--- config.mk ---
export PLATFORM = sky130hd
export DESIGN_NAME = bch_encoder_p8
export DESIGN_NICKNAME = d
export VERILOG_FILES = /design/src/rtl/bch_encoder_p8.sv
export SDC_FILE = /design/constraint.sdc
export NUM_CORES = 1
export LEC_CHECK = 0
export CORE_MARGIN = 2
export CORE_UTILIZATION = 56
export CTS_BUF_LIST = sky130_fd_sc_hd__clkbuf_8 sky130_fd_sc_hd__clkbuf_16
export DETAILED_ROUTE_END_ITERATION = 10
export GPL_ROUTABILITY_DRIVEN = 0
export GPL_TIMING_DRIVEN = 0
export PLACE_DENSITY = 0.78
export SYNTH_ARGS = -nofsm -noshare
export SYNTH_HDL_FRONTEND = slang
export SYNTH_SLANG_ARGS = --single-unit
--- constraint.sdc ---
create_clock -name clk -period 2.35 [get_ports clk]
set_input_delay 0.3525 -clock clk [delete_from_list [all_inputs] [get_ports clk]]
set_output_delay 0.3525 -clock clk [all_outputs]
set_load 0.01 [all_outputs]
--- src/rtl/bch_encoder_p8.sv ---
// Systematic binary BCH encoder, GF(2^13), t=8: message passthrough followed
// by 104 parity bits, DATA_W bits per beat, highest-degree coefficient first.
package bch_p8_pkg;

    localparam logic [12:0] GF_POLY = 13'h001B;

    function automatic logic [12:0] gf_mul(
        input logic [12:0] a,
        input logic [12:0] b
    );
        logic [12:0] p;
        logic [12:0] x;
        p = '0;
        x = a;
        for (int i = 0; i < 13; i++) begin
            if (b[i]) p = p ^ x;
            x = x[12] ? ((x << 1) ^ GF_POLY) : (x << 1);
        end
        return p;
    endfunction

    function automatic logic [12:0] gf_pow(input int e);
        logic [12:0] r;
        logic [12:0] base;
        r = 13'd1;
        base = 13'd2;
        for (int i = 0; i < 13; i++) begin
            if (((e >> i) & 1) != 0) r = gf_mul(r, base);
            base = gf_mul(base, base);
        end
        return r;
    endfunction

    // g(x) = product of the minimal polynomials of alpha^1, alpha^3, ...
    function automatic logic [103:0] bch_gen_poly(input int t);
        logic [104:0]      g;
        logic [104:0]      ng;
        logic [13:0][12:0] mp;
        logic [12:0]       r;
        int                c;
        g = 105'd1;
        for (int i = 1; i < 2 * t; i += 2) begin
            mp = '0;
            mp[0] = 13'd1;
            c = i;
            for (int j = 0; j < 13; j++) begin
                r = gf_pow(c);
                for (int k = 13; k > 0; k--) begin
                    mp[k] = mp[k-1] ^ gf_mul(mp[k], r);
                end
                mp[0] = gf_mul(mp[0], r);
                c = (c * 2) % 8191;
            end
            ng = '0;
            for (int k = 0; k < 14; k++) begin
                if (mp[k][0]) ng = ng ^ (g << k);
            end
            g = ng;
        end
        return g[103:0];
    endfunction

    localparam logic [103:0] BCH_GEN_T8 = bch_gen_poly(8);

endpackage

module bch_encoder_p8
    import bch_p8_pkg::*;
#(
    parameter int              M        = 13,
    parameter int              T        = 8,
    parameter int              DATA_W   = 8,
    parameter int              K_BEATS  = 512,
    parameter logic [M*T-1:0]  GEN_POLY = BCH_GEN_T8
) (
    input  logic              clk,
    input  logic              reset,
    input  logic [DATA_W-1:0] in_data,
    input  logic              in_valid,
    output logic              in_ready,
    output logic [DATA_W-1:0] out_data,
    output logic              out_valid,
    output logic              out_first,
    output logic              out_last,
    output logic              busy
);

    localparam int PAR_W     = M * T;
    localparam int PAR_BEATS = PAR_W / DATA_W;
    localparam int CNT_MAX   = (K_BEATS > PAR_BEATS) ? K_BEATS : PAR_BEATS;
    localparam int CNT_W     = $clog2(CNT_MAX + 1);

    typedef enum logic [1:0] {IDLE, MSG, PAR} state_t;

    state_t             state_q;
    logic [CNT_W-1:0]   cnt_q;
    logic [PAR_W-1:0]   lfsr_q;
    logic [PAR_W-1:0]   lfsr_d;
    logic [DATA_W-1:0]  out_data_q;
    logic               out_valid_q;
    logic               out_first_q;
    logic               out_last_q;
    logic               busy_q;
    logic               fb;
    logic               accept;

    assign in_ready  = (state_q != PAR);
    assign accept    = in_valid & in_ready;
    assign out_data  = out_data_q;
    assign out_valid = out_valid_q;
    assign out_first = out_first_q;
    assign out_last  = out_last_q;
    assign busy      = busy_q;

    // Serial division step unrolled over the beat, MSB first.
    always_comb begin
        lfsr_d = lfsr_q;
        fb = 1'b0;
        for (int b = DATA_W - 1; b >= 0; b--) begin
            fb = in_data[b] ^ lfsr_d[PAR_W-1];
            lfsr_d = {lfsr_d[PAR_W-2:0], 1'b0} ^ (fb ? GEN_POLY : '0);
        end
    end

    always_ff @(posedge clk) begin
        if (reset) begin
            state_q     <= IDLE;
            cnt_q       <= '0;
            lfsr_q      <= '0;
            out_data_q  <= '0;
            out_valid_q <= 1'b0;
            out_first_q <= 1'b0;
            out_last_q  <= 1'b0;
            busy_q      <= 1'b0;
        end else begin
            out_valid_q <= 1'b0;
            out_first_q <= 1'b0;
            out_last_q  <= 1'b0;
            if (out_last_q) busy_q <= 1'b0;
            unique case (state_q)
                IDLE, MSG: begin
                    if (accept) begin
                        out_data_q  <= in_data;
                        out_valid_q <= 1'b1;
                        lfsr_q      <= lfsr_d;
                        if (state_q == IDLE) begin
                            out_first_q <= 1'b1;
                            busy_q      <= 1'b1;
                        end
                        if (cnt_q == CNT_W'(K_BEATS - 1)) begin
                            state_q <= PAR;
                            cnt_q   <= '0;
                        end else begin
                            state_q <= MSG;
                            cnt_q   <= cnt_q + 1'b1;
                        end
                    end
                end
                PAR: begin
                    out_data_q  <= lfsr_q[PAR_W-1 -: DATA_W];
                    out_valid_q <= 1'b1;
                    if (cnt_q == CNT_W'(PAR_BEATS - 1)) begin
                        state_q    <= IDLE;
                        cnt_q      <= '0;
                        lfsr_q     <= '0;
                        out_last_q <= 1'b1;
                    end else begin
                        cnt_q  <= cnt_q + 1'b1;
                        lfsr_q <= lfsr_q << DATA_W;
                    end
                end
                default: state_q <= IDLE;
            endcase
        end
    end

endmodule

==> flow_summary.toml <==
[critical_path]
start_kind = "input pin"
cp.arrival_ns = 2.83
reg2reg_from = "cnt_q[3]"
end_kind = "flop"
worstPathMaxFanout = 10
r2r_setup_slack_ns = -0.17
path_class = "input pin to flop"
rr_worst_depth = 6
rr_endpoint = "lfsr_q[90]"
cp.required_ns = 2.64

[yosys]
synth.distinct_cells = 51
yosysSeqAreaShare = 0.351
syn_inst = 864
synth-xor-area-share = 0.243
synth_top_family_by_area = "XOR/XNOR gates"
yosysWarnings = 0
syn_area_um2 = 7290
ys_async_sr_fraction = 0
avgSynthCellArea_um2 = 8.44
ys_ff_latch = 128
synth_edf_count = 0
synthSimpleGateAreaFrac = 0.141
syn_nets = 877
synth_compound_area_frac = 0.218
synthFlopType = "dfxtp_1"
synth_fa_ha_area_frac = 0.00343
synth_mux_area_frac = 0.00412

[global_routing]
track_usage = 0.398
grt_pass1_vias = 6979
grt_max_degree = 17
antenna_found_initial = 0
grt_pass1_wl_um = 41500
overflow = 0

[layout]
nNetsFinal = 952
final_cells = 1124
diodes = 0
area_delta_synth_final_pct = 25.4
fillers = 893
multiInputGateArea_um2 = 4920
ff_latch_area_um2 = 2570
drive_gt1_frac = 0.155

[clock_tree]
clk_path_buf_depth = 2
clkLatencyLatePin_ns = 0.45
clkTransAtPathRegs_ns = 0.05
cts_root_buf = "clkbuf_16"
clock_sinks = 128
cts_max_level = 4
numCtsBuffers = 17
cts_tree = "done"

[timing]
hold_violations = 0
setup_slack_ns = -0.188
fin_worst_skew_ns = 0.00919
min_period_ns = 2.54
slew_headroom = 0.314
rsz0062_at_grt = "yes"
slew_violations = 0
fmax_mhz = 394
setup_viol = 25
period_share = 1.08
tightest_slew_ns = 1.03

[die]
fp.dieArea_um2 = 14000
dieHeight_um = 118
floorplan.initialDensity = 0.576
core_area_um2 = 12700
rows = 41
die_x_um = 118
ioPinCount = 24

[outcome]
violations = "design-rule violations, negative setup slack"
status = "finished with violations"

[route]
num_vias = 7907
routedWlPerCell_um = 27.4
drc = 77
drt_wl_total_um = 30800
vias_per_cell = 7.03
postRouteAntennaNets = 0
first_pass_iters = 11
drt_iter0_drc = 1758

[worst_hold_path]
min_path_cells = 2
hold_end = "out_data[5]"
min_from = "out_data[5]"
hp-class = "flop to flop"

[job]
drv_cap = 0

[placement]
port_buffers = 22
post-place-cells = 1058
dpl.hpwl_um = 17500
-- Yosys cell counts, types with 13 or more instances --
library cell | n | area (µm²)
a211oi_1 | 18 | 135
a21o_1 | 13 | 97.6
a21oi_1 | 61 | 305
a22oi_1 | 36 | 270
clkbuf_1 | 52 | 195
dfxtp_1 | 128 | 2560
nand2_1 | 73 | 274
nor2_1 | 112 | 420
nor3_1 | 36 | 180
o21ai_0 | 67 | 335
xnor2_1 | 120 | 1050
xnor3_1 | 13 | 293
xor2_1 | 24 | 210
-- timing repair --
action / 4_1_cts / 5_1_grt
resized for setup: 72 / 52
hold buffers: 0 / 0
setup buffers: 15 / 20
setup endpoints to repair: 115 / 87
pin swaps: 10 / 17
-- state kept, by name, indices dropped and copies added (netlist names) --
register	flops
lfsr_q	104
cnt_q	10
out_data	8
state_q	2
busy	1
out_first	1
out_last	1
out_valid	1
-- through the flow --
| step | setup TNS (ns) | hold WS (ns) | utilization | cell area, µm² | worst slack (ns) |
|---|---|---|---|---|---|
| 3_5_place_dp | -62.91 | 0.442 | 0.610 | 7730 | -1.00 |
| 5_1_grt | -1.97 | 0.477 | 0.722 | 9150 | -0.190 |
| 6_report | -1.70 | 0.461 | 0.722 | 9150 | -0.188 |
| 4_1_cts | -0.00581 | 0.455 | 0.692 | 8760 | -0.00581 |
| 3_3_place_gp | -59.79 | 0.430 | 0.610 | 7730 | -0.998 |
| 2_1_floorplan | 0 | 0.435 | - | 7290 | 0.0873 |
-- final cells by class --
cell class	instances	share of cell area
buffer	62	0.0362
clock buffer	23	0.0555
clock inverter	9	0.00711
inverter	8	0.00328
multi-input combinational	665	0.537
sequential	128	0.281
tap	172	0.0235
timing repair buffer	57	0.0554
-- metal layers --
layer | share of wire | up-vias | track usage
li1 | - | 3185 | -
met1 | 0.34 | 3576 | 0.498
met5 | 0 | - | 0
met3 | 0.17 | 299 | 0.162
met2 | 0.40 | 847 | 0.574
met4 | 0.088 | 0 | 0.236
-- cell usage in the layout, fill, tap and decap left out, types with 8 or more instances in the layout --
master           count
a22oi_1             34
nand2_1             71
clkdlybuf4s50_1     15
nor3_1              36
clkbuf_8             9
xor2_1              19
xnor2_1            105
xnor2_4             18
clkbuf_2            14
a21o_1              13
inv_1               11
buf_4               38
o21ai_0             66
nor2_1             112
a211oi_1            17
dfxtp_1            122
a21oi_1             60
clkbuf_16           17
xnor2_2              8
clkbuf_1            32
-- kinds of logic after synthesis --
kind of cell,count (synthesis)
DFF,128
adders and majority gates,2
muxes,3
buffers and inverters,71
xor gates and xnor gates,169
AOI/OAI and AO/OA,245
and+or+nand+nor,246
-- critical path, stage by stage --
cell and delay, ns:
clkdlybuf4s50_1 0.52, xnor2_4 0.33, buf_4 0.33, xnor3_2 0.45, xnor2_4 0.26, xnor2_1 0.12
o21ai_0 0.26, o21ai_0 0.19
-- worst max-delay path by stage --
stage	startpoint	to	slack, ns	cells past startpoint
5_1_grt	cnt_q[3]	lfsr_q[90]	-0.19	6
2_1_floorplan	lfsr_q[102]	lfsr_q[12]	0.09	7
3_5_place_dp	in_data[1]	lfsr_q[49]	-1.00	7
4_1_cts	lfsr_q[99]	lfsr_q[73]	-0.006	6
3_3_place_gp	in_data[1]	lfsr_q[49]	-1.0	7
6_report	in_data[3]	lfsr_q[98]	-0.19	8
Power is left out: the tool's default activity adds up to more than one toggle a clock period on the data nets, which glitch-free logic cannot reach.
